[config.mk]
export PLATFORM = sky130hd
export DESIGN_NAME = serial_adder_ctrl
export DESIGN_NICKNAME = d
export VERILOG_FILES = /design/src/rtl/serial_adder_ctrl.sv
export SDC_FILE = /design/constraint.sdc
export NUM_CORES = 1
export LEC_CHECK = 0
export BUFFER_PORTS_ARGS = -buffer_cell sky130_fd_sc_hd__buf_2
export CORE_ASPECT_RATIO = 1.4
export CORE_MARGIN = 1.5
export CORE_UTILIZATION = 57
export CTS_CLUSTER_SIZE = 16
export DETAILED_ROUTE_END_ITERATION = 8
export PLACE_DENSITY = 0.83
export SKIP_LAST_GASP = 1
export SLEW_MARGIN = 20
export SYNTH_ARGS = -nofsm -noshare
export SYNTH_HDL_FRONTEND = slang
export SYNTH_SLANG_ARGS = --single-unit
[constraint.sdc]
create_clock -name sys_clk -period 3.2 [get_ports sys_clk]
set_input_delay 0.48 -clock sys_clk [delete_from_list [all_inputs] [get_ports sys_clk]]
set_output_delay 0.48 -clock sys_clk [all_outputs]
set_load 0.01 [all_outputs]
[src/rtl/serial_adder_ctrl.sv]
// serial_adder_ctrl: bit-serial sequencer driving one external 1-bit full adder.
// Adds two WIDTH-bit operands LSB-first over WIDTH cycles, registering the
// carry between cycles, then presents result/cout with a one-cycle done pulse.
// Optional feature macro: SERIAL_ADDER_OVF_DET_EN (signed overflow flag on ovf).
module serial_adder_ctrl #(
  parameter int WIDTH = 8
) (
  input  logic             sys_clk,
  input  logic             sys_rst,
  input  logic             start,
  input  logic [WIDTH-1:0] op_a,
  input  logic [WIDTH-1:0] op_b,
  input  logic             cin_init,
  output logic             busy,
  output logic             done,
  output logic [WIDTH-1:0] result,
  output logic             cout,
  output logic             ovf,
  output logic             fa_in1,
  output logic             fa_in2,
  output logic             fa_cin,
  input  logic             fa_sum,
  input  logic             fa_carry
);

  localparam int CNT_W = (WIDTH > 2) ? $clog2(WIDTH) : 1;
  localparam logic [CNT_W-1:0] LAST = CNT_W'(WIDTH - 1);

  typedef enum logic [1:0] {
    IDLE = 2'd0,
    RUN  = 2'd1,
    DONE = 2'd2
  } state_t;

  state_t           state;
  state_t           state_nxt;
  logic [WIDTH-1:0] a_sh;
  logic [WIDTH-1:0] b_sh;
  // Holds the WIDTH-1 sum bits collected so far; the newest bit enters at the top.
  logic [WIDTH-2:0] sum_sh;
  logic [WIDTH-1:0] sum_next;
  logic             carry_q;
  logic [CNT_W-1:0] cnt;
  logic             accept;
  logic             last_bit;

  // A start is honoured only when no add is in flight.
  assign accept   = start && (state != RUN);
  assign last_bit = (state == RUN) && (cnt == LAST);
  assign sum_next = {fa_sum, sum_sh};

  // State register.
  always_ff @(posedge sys_clk) begin
    if (sys_rst) begin
      state <= IDLE;
    end else begin
      state <= state_nxt;
    end
  end

  // Next-state and output decode; adder inputs come only from registers.
  always_comb begin
    state_nxt = state;
    busy      = 1'b0;
    done      = 1'b0;
    fa_in1    = 1'b0;
    fa_in2    = 1'b0;
    fa_cin    = 1'b0;
    case (state)
      IDLE: begin
        if (start) state_nxt = RUN;
      end
      RUN: begin
        busy   = 1'b1;
        fa_in1 = a_sh[0];
        fa_in2 = b_sh[0];
        fa_cin = carry_q;
        if (cnt == LAST) state_nxt = DONE;
      end
      DONE: begin
        done      = 1'b1;
        state_nxt = start ? RUN : IDLE;
      end
      default: begin
        state_nxt = IDLE;
      end
    endcase
  end

  // Operand load, per-bit shifting and result capture on the final bit.
  always_ff @(posedge sys_clk) begin
    if (sys_rst) begin
      a_sh    <= '0;
      b_sh    <= '0;
      sum_sh  <= '0;
      carry_q <= 1'b0;
      cnt     <= '0;
      result  <= '0;
      cout    <= 1'b0;
    end else if (accept) begin
      a_sh    <= op_a;
      b_sh    <= op_b;
      carry_q <= cin_init;
      cnt     <= '0;
    end else if (state == RUN) begin
      a_sh    <= a_sh >> 1;
      b_sh    <= b_sh >> 1;
      sum_sh  <= sum_next[WIDTH-1:1];
      carry_q <= fa_carry;
      cnt     <= cnt + 1'b1;
      if (last_bit) begin
        result <= sum_next;
        cout   <= fa_carry;
      end
    end
  end

`ifdef SERIAL_ADDER_OVF_DET_EN
  logic ovf_q;

  // Signed overflow: carry into the MSB differs from carry out of it.
  always_ff @(posedge sys_clk) begin
    if (sys_rst) begin
      ovf_q <= 1'b0;
    end else if (last_bit) begin
      ovf_q <= carry_q ^ fa_carry;
    end
  end

  assign ovf = ovf_q;
`else
  assign ovf = 1'b0;
`endif

endmodule
==> metrics.md, run 1 <==
| Metric | Value |
|---|---|
| Post-synth top area cell | dfxtp_1 |
| Clock slew at reported path FFs | 70 ps |
| Clock insertion delay at the later pin of the skew report | 290 ps |
| Hold WS | 443 ps |
| DRT antenna net count | 0 |
| Synth Area in Compound Gates | 0.174 |
| Post-Synth Simple-Gate Area | 0.180 |
| # nets final | 226 |
| Std cell rows | 23 |
| Root Driver | clkbuf_8 |
| P_int | between 0.7 and 0.8 mW |
| Wire length per cell | 12.3 um |
| Post-layout util | 0.670 |
| Vias in the first global route | 1134 |
| Clock power share | 0.347 |
| Synth Net Count | 197 |
| Cells along the critical path | nand2b_2, inv_6, and2_1, buf_2 |
| Sw frac | 0.248 |
| Final min period | 1720 ps |
| Arrival @ worst endpoint | about 1200 ps |
| Area after DPL | about 0.0018 sq mm |
| Number of remaining DRC errors | 0 |
| I/O Buffers | 35 |
| Final std cells w/o fill | 240 |
| GP Congestion | 0.758 |
| Detailed placement HPWL | 2.01 mm |
| Comb pwr share | 0.119 |
| First-pass iteration count of the detailed router | 4 |
| Deepest clock path buffer count | 2 |
| DIE AREA | between 0.003 and 0.004 sq mm |
| Area Overhead vs Synth | 12.5% |
| Diodes inserted | 0 |
| Total grt overflow | 0 |
| Required time of the critical path | about 2700 ps |
| Post-cts sizing count | 0 |
| Largest family of logic cells by synthesized area | simple AND/OR/NAND/NOR gates |
| Multiplexer share of the synthesized area | 0.101 |
| Tot GR Track Use | 0.193 |
| Post-synthesis xor/xnor area fraction | 0 |
| Synth Area in Adders | 0.0149 |
| Hold Path Class | input pin to register |
| Crit path max-delay family | simple AND/OR/NAND/NOR gates |
| Outcome | completed |
| Vias per inst | roughly 5.3 |
| WL final | 2.95 mm |
| Sequential share of power | 0.534 |
| Share of post-route cells with drive strength above 1 | 0.345 |
| #FFs+latches synth | 38 |
| Slowest cell on the critical path | dfxtp_1 |
| Max Clk Rate | just under 600 MHz |
| Worst-path fanout max | 16 |
| Slew Viols, Final | 0 |
| Netlist cell types | 24 |
| Initial Util | 0.595 |
| Clk sink count | 38 |
| Synth area leaders | dfxtp_1, a211oi_2, mux2i_1 |
| Peak supply drop | approximately 0.00045 V |
| Net switching power | 0.237 mW |
| H-tree level count | 2 |
| Maxcap violations | 0 |
| Final number of setup-violating endpoints | 0 |
| Setup TNS | 0 ps |
| First-pass GRT wire length | 4.86 mm |
| Syn Inst Count | between 150 and 200 |
| Post-synthesis sequential area ratio | 0.453 |
| Boundary pin count | 37 |
| Max-slew headroom | 0.471 |
| Final Cycle Share | 0.537 |
| Die width | between 40 and 50 um |
| Core area | approximately 0.0028 sq mm |
| Initial antenna violation count | 0 |
| Fin. Hold Viols | 0 |
| CTS tree | built |
| Via Count | around 1300 |
| Critical Path Max Stage Delay | 320 ps |
| Slew @ Worst Pin | a little under 800 ps |
| Die Ht | 67.2 um |
| Yosys Warn Count | 0 |
| Skew final | ~8 ps |
| Startpoint Class | register |
| Setup crit end kind | output port |
| Power per cell area | roughly 510 mW/mm^2 |
| WS Path Type | register to output port |
| RSZ-0062 raised after global routing | false |
| Leakage | 0.799 nW |
| CTS Hold Bufs | 0 |
| Largest net degree at the start of global routing | 42 |
| Top-area cell type share of the netlist area | 0.453 |
| WP buf/inv | 2 |
| Final instance area | 0.00189 sq mm |
| # Post-CTS Setup Buffers | 0 |
| Mapped Area | 0.00168 sq mm |
| 1st-iter DRT viols | 26 |
| Post-placement cell count | 232 |
| Syn Area/Cell | between 9 and 10 sq um |
| TritonCTS Buffers | 5 |
==> metal layers <==
metal,vias up,global-route usage,wire length [um]
met3,8,0.0597,154
li1,641,-,-
met5,-,0,0
met1,598,0.209,1230
met4,0,0.0964,63
met2,29,0.344,1500
==> cell type report <==
type	count	area, sq um
fillers	245	931
multi-input cells	119	796
flip-flops and latches	38	761
repair buffers	36	183
clock buffers	7	86.3
well taps	37	46.3
inverters	2	12.5
clock inverters	1	5.00
==> logic make-up (layout without fill, tap and decap cells) <==
| kind of cell | after synthesis | count (layout) |
|---|---|---|
| AND/OR/NAND/NOR | 64 | 64 |
| adder cells (fa/ha/maj) | 2 | 2 |
| flip-flops | 38 | 38 |
| other | 1 | 1 |
| buffers and inverters | 16 | 46 |
| AO/OA/AOI/OAI | 35 | 35 |
| multiplexers | 17 | 17 |
==> power groups by stage <==
stage               Clock, mW  Sequential [mW]  Combinational (mW)
floorplan                   0            0.518               0.102
global placement            0            0.520               0.110
detailed placement          0            0.521               0.116
CTS                     0.339            0.511               0.116
global route            0.361            0.513               0.125
finish                  0.331            0.511               0.114
==> synthesized netlist by cell type, drive strengths merged <==
cell type,number
conb,1
and3b,1
nand2,34
a2bb2oi,1
clkbuf,1
a211oi,15
nor3,2
a21oi,19
mux2i,17
nand2b,2
ha,2
and2,3
inv,2
nor2,17
buf,13
dfxtp,38
nor2b,1
nand3b,4
==> registers in the layout, indices dropped and copies added (netlist names) <==
| signal | cells |
|---|---|
| b_sh | 8 |
| carry_q | 1 |
| cnt | 3 |
| a_sh | 8 |
| cout | 1 |
| sum_sh | 7 |
| result | 8 |
| state | 2 |
==> worst paths after layout <==
path / from / endpoint / slack [ps] / cells past startpoint
worst max-delay path: state[1] / fa_cin / 1480 / 4
worst min-delay path: fa_sum / sum_sh[6] / 440 / 3
worst max register to register: cnt[0] / result[7] / 1770 / 5
worst min register to register: result[3] / result[3] / 450 / 2
==> cell usage in the layout (no fill, tap or decap), drive strengths merged <==
master / count
inv: 2
clkbuf: 7
nand3b: 4
nor2: 17
ha: 2
clkinv: 1
a2bb2oi: 1
nor2b: 1
conb: 1
and2: 3
and3b: 1
a211oi: 15
buf: 36
nand2: 34
nand2b: 2
mux2i: 17
nor3: 2
a21oi: 19
dfxtp: 38
==> metrics by stage <==
step | setup slack (ps) | total power, mW
finish | 1480 | 0.956
global route | 1430 | 1.00
CTS | 1480 | 0.966
detailed placement | 1660 | 0.637
global placement | 1780 | 0.630
floorplan | 1800 | 0.620
==> tightest hold or removal path: stages <==
cell     delay (ps)
buf_2           100
nand2_1          50
a21oi_1          50
Note: power is estimated with default switching activity, not from simulation.
==> run 2: changes to the inputs <==
- CORE_UTILIZATION: 57 -> 53
- PLACE_DENSITY: 0.83 -> 0.78
- clock period: 3.2 -> 1.7 ns (I/O delays scaled with it)
==> metrics.md, run 2 (synthesis results as in run 1) <==
| Metric | Value |
|---|---|
| Leakage | 0.803 nW (+0.50%) |
| Outcome | completed |
| Power per cell area | 919 mW/mm^2 (+82%) |
| Via Count | 1253 (-1.8%) |
| Worst setup path start | state[1] |
| Initial Util | 0.548 (-0.0472) |
| Max-slew headroom | 0.640 (+0.169) |
| Initial antenna violation count | 0 (unchanged) |
| Post-placement cell count | 236 (+1.7%) |
| TritonCTS Buffers | 5 (unchanged) |
| Boundary pin count | 37 (unchanged) |
| Clock insertion delay at the later pin of the skew report | 290 ps (about the same) |
| Total grt overflow | 0 (unchanged) |
| GP Congestion | 0.736 (-3.0%) |
| # Post-CTS Setup Buffers | 0 (unchanged) |
| CTS Hold Bufs | 0 (unchanged) |
| Worst-path fanout max | 16 (unchanged) |
| Biggest regs | a_sh (8), b_sh (8), result (8) |
| Final Cycle Share | 0.881 |
| Diodes inserted | 0 (unchanged) |
| Skew final | 3.19 ps (-4.99 ps) |
| Std cell rows | 24 (+4.3%) |
| Detailed placement HPWL | 2.09 mm (+4.1%) |
| Tot GR Track Use | 0.185 (-0.00842) |
| Core area | 0.00306 sq mm (+8.6%) |
| Arrival @ worst endpoint | 1240 ps (about the same) |
| Share of post-route cells with drive strength above 1 | 0.343 (-0.00169) |
| Hold Path Class | input pin to register |
| Required time of the critical path | 1440 ps (-1280 ps) |
| # nets final | 228 (+0.88%) |
| Peak supply drop | 0.000675 V (+50%) |
| Pre-CTS WS | 347 ps (-1320 ps) |
| DIE AREA | 0.00352 sq mm (+7.1%) |
| Area Overhead vs Synth | 13.4% |
| WL final | 2.90 mm (-1.7%) |
| CTS tree | built |
| Slack of the critical path | 202 ps (-1280 ps) |
| Number of remaining DRC errors | 0 (unchanged) |
| Vias in the first global route | 1197 (+5.6%) |
| Setup TNS | 0 ps (unchanged) |
| Maxcap violations | 0 (unchanged) |
| Die Ht | 69.6 um (+3.5%) |
| WS Path Type | register to output port |
| Clock slew at reported path FFs | 70 ps (about the same) |
| First-pass iteration count of the detailed router | 4 (unchanged) |
| Wire length per cell | 11.9 um (-2.9%) |
| Clk sink count | 38 (unchanged) |
| Fin. Hold Viols | 0 (unchanged) |
| Post-cts sizing count | 0 (unchanged) |
| # fillers | 285 (+16%) |
| Most frequent cells in the layout | dfxtp_1, buf_2, nand2_1 |
| H-tree level count | 2 (unchanged) |
| Slew Viols, Final | 0 (unchanged) |
| I/O Buffers | 35 (unchanged) |
| Max Clk Rate | 667 MHz |
| Most common cell after layout, fill and taps aside | dfxtp_1 |
| Die width | 50.6 um (+3.5%) |
| Slew @ Worst Pin | 541 ps (-253 ps) |
| Slack of the worst reg-to-reg path | 370 ps (-1400 ps) |
| Startpoint Class | register |
| Design Power | 1.75 mW (+83%) |
| Largest net degree at the start of global routing | 29 (-31%) |
| Vias per inst | 5.16 (-3.0%) |
| Start of the worst register-to-register path | cnt[0] |
| Worst hold start | fa_sum |
| Final min period | 1500 ps |
| Final number of setup-violating endpoints | 0 (unchanged) |
| Deepest clock path buffer count | 2 (unchanged) |
| First-pass GRT wire length | 4.95 mm (+2.0%) |
| Setup crit end kind | output port |
| 1st-iter DRT viols | 25 (-3.8%) |
| Root Driver | clkbuf_8 |
| RSZ-0062 raised after global routing | false |
| Final std cells w/o fill | 243 (+1.3%) |
| DRT antenna net count | 0 (unchanged) |
## run 2: cell types whose count changed in the layout (fill, tap and decap cells not counted), sizes merged
cell | previous run | this run
buf | 36 | 38
clkinv | 1 | 0
## run 2: path summary, 6_finish.rpt
| kind | endpoint | cells past startpoint |
|---|---|---|
| max | fa_cin | 4 |
| min | sum_sh[6] | 3 |
| max reg2reg | result[5] | 5 |
| min reg2reg | result[0] | 2 |
## run 2: through the flow
stage,util,cell area (sq um),hold slack (ps)
2_1_floorplan,-,1680,391
3_3_place_gp,0.597,1830,441
3_5_place_dp,0.597,1830,444
4_1_cts,0.622,1900,211
5_1_grt,0.622,1900,222
6_report,0.622,1900,218
## run 2: per-layer routing
layer | part of all wire | vias to the layer above | global-route usage
met1 | 0.42 | 571 | 0.198
met3 | 0.046 | 8 | 0.0582
met4 | 0.023 | 0 | 0.0901
met5 | 0 | - | 0
met2 | 0.51 | 32 | 0.320
li1 | - | 642 | -
## run 2: layout make-up
cell class | count | area, sq um | share of cell area
clock buffer | 7 | 76.3 | 0.0401
inverter | 2 | 12.5 | 0.00657
multi-input combinational | 119 | 796 | 0.418
sequential | 38 | 761 | 0.399
tap | 39 | 48.8 | 0.0256
timing repair buffer | 38 | 210 | 0.110
## run 2: report_power, final
part / internal [mW] / switching (mW) / total [mW]
sequential: 0.935 / 0.0272 / 0.962
combinational: 0.0989 / 0.124 / 0.223
clock: 0.282 / 0.284 / 0.566
## run 2: critical path: stages (launching register included)
cell and delay [ps]:
dfxtp_1 330, nand2b_2 230, inv_6 140, and2_1 140
buf_2 120
